**src/rtl/sw_conditioner.sv**
```systemverilog
// Switch conditioning for the vending machine FSM: 2-flop sync, per-channel debounce,
// rising-edge detect and a priority issuer that emits at most one one-hot pulse per clock.
module sw_conditioner #(
  parameter int NUM_SW          = 4,
  parameter int DEBOUNCE_CYCLES = 100000,
  parameter int CNT_W           = 17
) (
  input  logic              clk,
  input  logic              reset,
  input  logic [NUM_SW-1:0] sw_raw,
  output logic [NUM_SW-1:0] sw_level,
  output logic [NUM_SW-1:0] sw_pulse,
  output logic              overrun
);

  localparam logic [CNT_W-1:0] CNT_MAX = CNT_W'(DEBOUNCE_CYCLES - 1);
  localparam logic [CNT_W-1:0] CNT_ONE = CNT_W'(1);

  logic [NUM_SW-1:0] sync1_q;
  logic [NUM_SW-1:0] sync2_q;
  logic [NUM_SW-1:0] level_q;
  logic [NUM_SW-1:0] level_d;
  logic [NUM_SW-1:0] level_dly_q;
  logic [NUM_SW-1:0] pending_q;
  logic [NUM_SW-1:0] pending_d;
  logic [NUM_SW-1:0] pulse_q;
  logic              overrun_q;
  logic              overrun_d;
  logic [CNT_W-1:0]  cnt_q [NUM_SW];
  logic [CNT_W-1:0]  cnt_d [NUM_SW];
  logic [NUM_SW-1:0] rise_s;
  logic [NUM_SW-1:0] grant_s;
  logic              found_s;

  // Debounce: the level only flips after DEBOUNCE_CYCLES consecutive disagreeing samples.
  always_comb begin
    level_d = level_q;
    for (int i = 0; i < NUM_SW; i++) begin
      cnt_d[i] = '0;
      if (sync2_q[i] == level_q[i]) begin
        cnt_d[i] = '0;
      end else if (cnt_q[i] == CNT_MAX) begin
        level_d[i] = ~level_q[i];
        cnt_d[i]   = '0;
      end else begin
        cnt_d[i] = cnt_q[i] + CNT_ONE;
      end
    end
  end

  // Issue: highest pending index wins; a bit issued this cycle may be re-armed by a new rise.
  always_comb begin
    rise_s  = level_q & ~level_dly_q;
    grant_s = '0;
    found_s = 1'b0;
    for (int i = NUM_SW - 1; i >= 0; i--) begin
      if (pending_q[i] && !found_s) begin
        grant_s[i] = 1'b1;
        found_s    = 1'b1;
      end else begin
        grant_s[i] = 1'b0;
      end
    end
    pending_d = (pending_q & ~grant_s) | rise_s;
    overrun_d = overrun_q | (|(rise_s & pending_q & ~grant_s));
  end

  // State registers.
  always_ff @(posedge clk or posedge reset) begin
    if (reset) begin
      sync1_q     <= '0;
      sync2_q     <= '0;
      level_q     <= '0;
      level_dly_q <= '0;
      pending_q   <= '0;
      pulse_q     <= '0;
      overrun_q   <= 1'b0;
      for (int i = 0; i < NUM_SW; i++) begin
        cnt_q[i] <= '0;
      end
    end else begin
      sync1_q     <= sw_raw;
      sync2_q     <= sync1_q;
      level_q     <= level_d;
      level_dly_q <= level_q;
      pending_q   <= pending_d;
      pulse_q     <= grant_s;
      overrun_q   <= overrun_d;
      for (int i = 0; i < NUM_SW; i++) begin
        cnt_q[i] <= cnt_d[i];
      end
    end
  end

  assign sw_level = level_q;
  assign sw_pulse = pulse_q;
  assign overrun  = overrun_q;

endmodule
```
**config.mk**
```make
export PLATFORM = sky130hd
export DESIGN_NAME = sw_conditioner
export DESIGN_NICKNAME = d
export VERILOG_FILES = /design/src/rtl/sw_conditioner.sv
export SDC_FILE = /design/constraint.sdc
export NUM_CORES = 1
export LEC_CHECK = 0
export CORE_ASPECT_RATIO = 1.1
export CORE_MARGIN = 4
export CORE_UTILIZATION = 45
export CTS_BUF_LIST = sky130_fd_sc_hd__clkbuf_2
export DETAILED_ROUTE_END_ITERATION = 10
export GPL_TIMING_DRIVEN = 0
export PLACE_DENSITY = 0.61
export REMOVE_ABC_BUFFERS = 1
export SYNTH_ARGS = -nofsm -noshare
export SYNTH_HDL_FRONTEND = slang
export SYNTH_SLANG_ARGS = --single-unit
```
**constraint.sdc**
```tcl
create_clock -name clk -period 6.3 [get_ports clk]
set_clock_uncertainty 0.2 [all_clocks]
set_input_delay 0.945 -clock clk [delete_from_list [all_inputs] [get_ports clk]]
set_output_delay 0.945 -clock clk [all_outputs]
set_load 0.005 [all_outputs]
```
==> flow_results.org <==
** Layout
- N_diodes :: 0
- Fill cell total of the finished layout :: 805
- Final nets :: 423
- Post-synthesis to final-layout area growth :: 10.03%
- Share of cells above drive strength 1 :: 6.699%

** Floorplan
- Num ports :: 15
- For this configuration, the core starts out at a cell density of 46.75%.
- FP Rows :: 36
- The die is 100.0 um wide.
- From bottom edge to top edge, the die measures 109.2 um.
- The die covers 0.01092 mm^2.
- Core footprint :: 0.008964 mm^2

** Clock tree
- The clock tree synthesis step divided the H-tree into 3 levels.
- Post-cts resize count :: 0
- The clock passes through at most 2 buffers.
- Number of post-CTS setup repair buffers :: 0
- The later pin in the worst-skew pair is clocked with a latency of 0.55 ns.
- Sinks on Clock Net :: 93
- Number of buffers inserted during clock tree synthesis :: 9
- In this run, post-CTS hold repair placed 0 buffers.
- Clock edge transition at the registers on the reported setup and hold paths :: 0.24 ns
- The cell sitting at the root of the clock tree is a clkbuf_2.
- TritonCTS clock tree :: built

** Routing
- WL per Instance :: 13.47 um
- Number of detailed-route iterations in the first pass :: 4
- Once detail routing completed, the nets flagged for antenna violations numbered 0.
- In the routed design, unresolved DRC markers number 0.
- Sum of routed wire length over all layers :: 7168 um
- Dividing the detail-routed via count by the number of cells gives 5.320.
- Initial DRC Count :: 115
- Across all layers, the routed design uses 2830 vias.

** STA
- The total count of hold-check failures in the final report came to 0.
- Final setup fails :: 0
- Measured slew at the worst slew-check pin :: 1.084 ns
- Fraction of the cycle the final worst path needs :: 43.09%
- Setup repair after global routing missed its margin :: false
- The final max-slew violation count was 0.
- Final period demand of the worst path :: 2.715 ns
- For this run, the top clock speed supported by timing is 0.3683 GHz.
- Post-route worst hold slack :: 0.1694 ns
- Setup_tns :: 0 ns
- Remaining max-slew budget at the tightest pin :: 27.32%

** Worst setup path
- Required time worst endpoint :: 5.15 ns
- For flop-to-flop paths, the worst setup slack is 3.80 ns.
- Data arrival, critical path :: 1.57 ns
- The worst register-to-register path begins at cnt_q[51].
- Counting both buffers and inverters, the worst setup path holds a total of 1.
- Maximum net fanout on the critical path :: 5
- The kind of cell with the highest combined delay along the critical path is buffers and inverters.
- Cell Chain, Critical Path :: clkdlybuf4s50_1
- Critical Setup Path Class :: flop to output pin
- Number of gates on the worst path with buffers counted :: 1
- On the critical path, the stage with the largest delay is an instance of clkdlybuf4s50_1.
- R2R Path End :: cnt_q[65]
- Endpoint kind of the worst setup timing path :: output pin
- Slowest cell delay on critical path :: 0.53 ns
- Type of element launching the critical path :: flop
- For the worst flop-to-flop path, the logic depth is 5.

** Logic synthesis
- Most instantiated cells after synthesis :: 93 x dfrtp_1, 63 x nor2_1, 42 x xnor2_1
- Average cell area after synthesis :: 10.64 um^2
- Ranking of synthesized cells by area :: dfrtp_1 56%, xnor2_1 8.8%, nor2_1 5.6%
- Sequential share of the synthesized area :: 55.54%
- Synth Cell Area :: 0.004190 mm^2
- Counting flops and latches in the post-synthesis netlist gives 93.
- The synthesized design spends more area on one cell type than any other, namely dfrtp_1.
- Yosys warnings :: 0
- Yosys cell types :: 38
- Proportion of synthesized flip-flops having asynchronous set or reset :: 100.0%
- Cell count after synthesis :: 394
- In the synthesized netlist the dominant register cell turns out to be dfrtp_1.
- Yosys mapped a number of flops with a built-in enable equal to 0.
- Most common cell in the netlist :: dfrtp_1
- In this run the biggest area consumer among cell types represents 55.54% of the synthesized area.

** Global routing
- The initial antenna violation count came to 0.
- Pin count of the biggest net entering global routing :: 73
- Wire length of the first global-routing pass :: 12730 um
- For this run the aggregate overflow at the end of global routing stands at 0.
- Via count of the first global-routing pass :: 2776
- GRT Util Overall :: 14.64%

** Pwr
- Power Total :: 0.9900 mW
- The analysis attributes to cell leakage a power of 1.868 nW.
- Across the VDD grid, the largest voltage drop is 104.3 uV.
- Power spread over the standard cell area amounts to 214.7 mW/mm^2.

** Min path
- In this run the worst hold path is classified as flop to flop.
- Endpoint with the worst hold slack :: sync2_q[3]
- Launch point of the worst hold path :: sync1_q[3]
- The worst hold path was traced through 0 stages.

** Run
- Max-cap viol count :: 0

** Run status
- Run status :: completed

** Placement
- Buffers placed on the I/O ports in this run total 14.
- Once detailed placement completed, the half-perimeter wirelength came to 4759 um.
- GP Congestion :: 0.7872
## area by class of cell
class / instances / area (um^2) / share of cell area (%)
clock inverter: 7 / 96.34 / 2.090
multi-input combinational: 285 / 1795 / 38.94
clock buffer: 9 / 45.04 / 0.9769
sequential: 93 / 2327 / 50.47
tap: 114 / 142.6 / 3.094
inverter: 9 / 36.28 / 0.7870
timing repair buffer: 15 / 167.7 / 3.636
## cells in the final DEF (no fill, tap or decap), types with 5 or more instances in the layout
cell type / n
dfrtp_1: 93
nor2_1: 63
xnor2_1: 42
nand4_1: 28
nand2_1: 24
xor2_1: 20
nor4_1: 19
nand3_1: 18
nor3_1: 16
clkdlybuf4s50_1: 14
clkbuf_2: 9
inv_1: 8
and3_1: 5
## stage by stage
step	instances	instance area [um^2]	utilization [%]	worst slack, ns
6_report	532	4611	51.44	3.585
5_1_grt	532	4611	51.44	3.425
4_1_cts	532	4611	51.44	3.488
3_5_place_dp	516	4469	49.86	3.810
3_3_place_gp	515	4439	49.53	1.364
2_1_floorplan	387	4156	-	2.735
## how the worst max path moves through the flow
stage / endpoint / slack (ns) / start
after global placement: cnt_q[45] / 1.36 / reset
after detailed placement: cnt_q[62] / 3.81 / cnt_q[51]
after CTS: sw_level[1] / 3.49 / sw_level[1]
final: sw_level[2] / 3.59 / sw_level[2]
after floorplan: cnt_q[0] / 2.73 / reset
after global routing: sw_level[0] / 3.43 / sw_level[0]
## kinds of logic after synthesis
family / Yosys count / synth area share, %
XOR/XNOR: 62 / 12.96
multiplexers: 4 / 1.075
adder cells (fa/ha/maj): 4 / 1.194
flip-flops: 93 / 55.54
buffers and inverters: 16 / 1.612
AND/OR/NAND/NOR: 204 / 25.71
AO/OA/AOI/OAI: 11 / 1.911
## power breakdown
part           switching (mW)  internal, mW  leakage (nW)
Clock                   0.205         0.132        0.0766
Sequential            0.00919         0.607          1.27
Combinational          0.0241        0.0120         0.521
## sequential cells by signal (all words and copies together), names as in the netlist
name,flops
cnt_q,68
overrun,1
sw_pulse,4
sync1_q,4
pending_q,4
level_dly_q,4
sw_level,4
sync2_q,4
## per-layer routing
layer | vias to the layer above | wire (um) | track usage, %
met1 | 1371 | 3571 | 20.05
met4 | 0 | 113 | 7.796
met2 | 33 | 3284 | 22.35
met5 | - | 0 | 0
met3 | 9 | 198 | 2.495
li1 | 1417 | - | -
No activity file was read; power rests on OpenSTA's default activity.
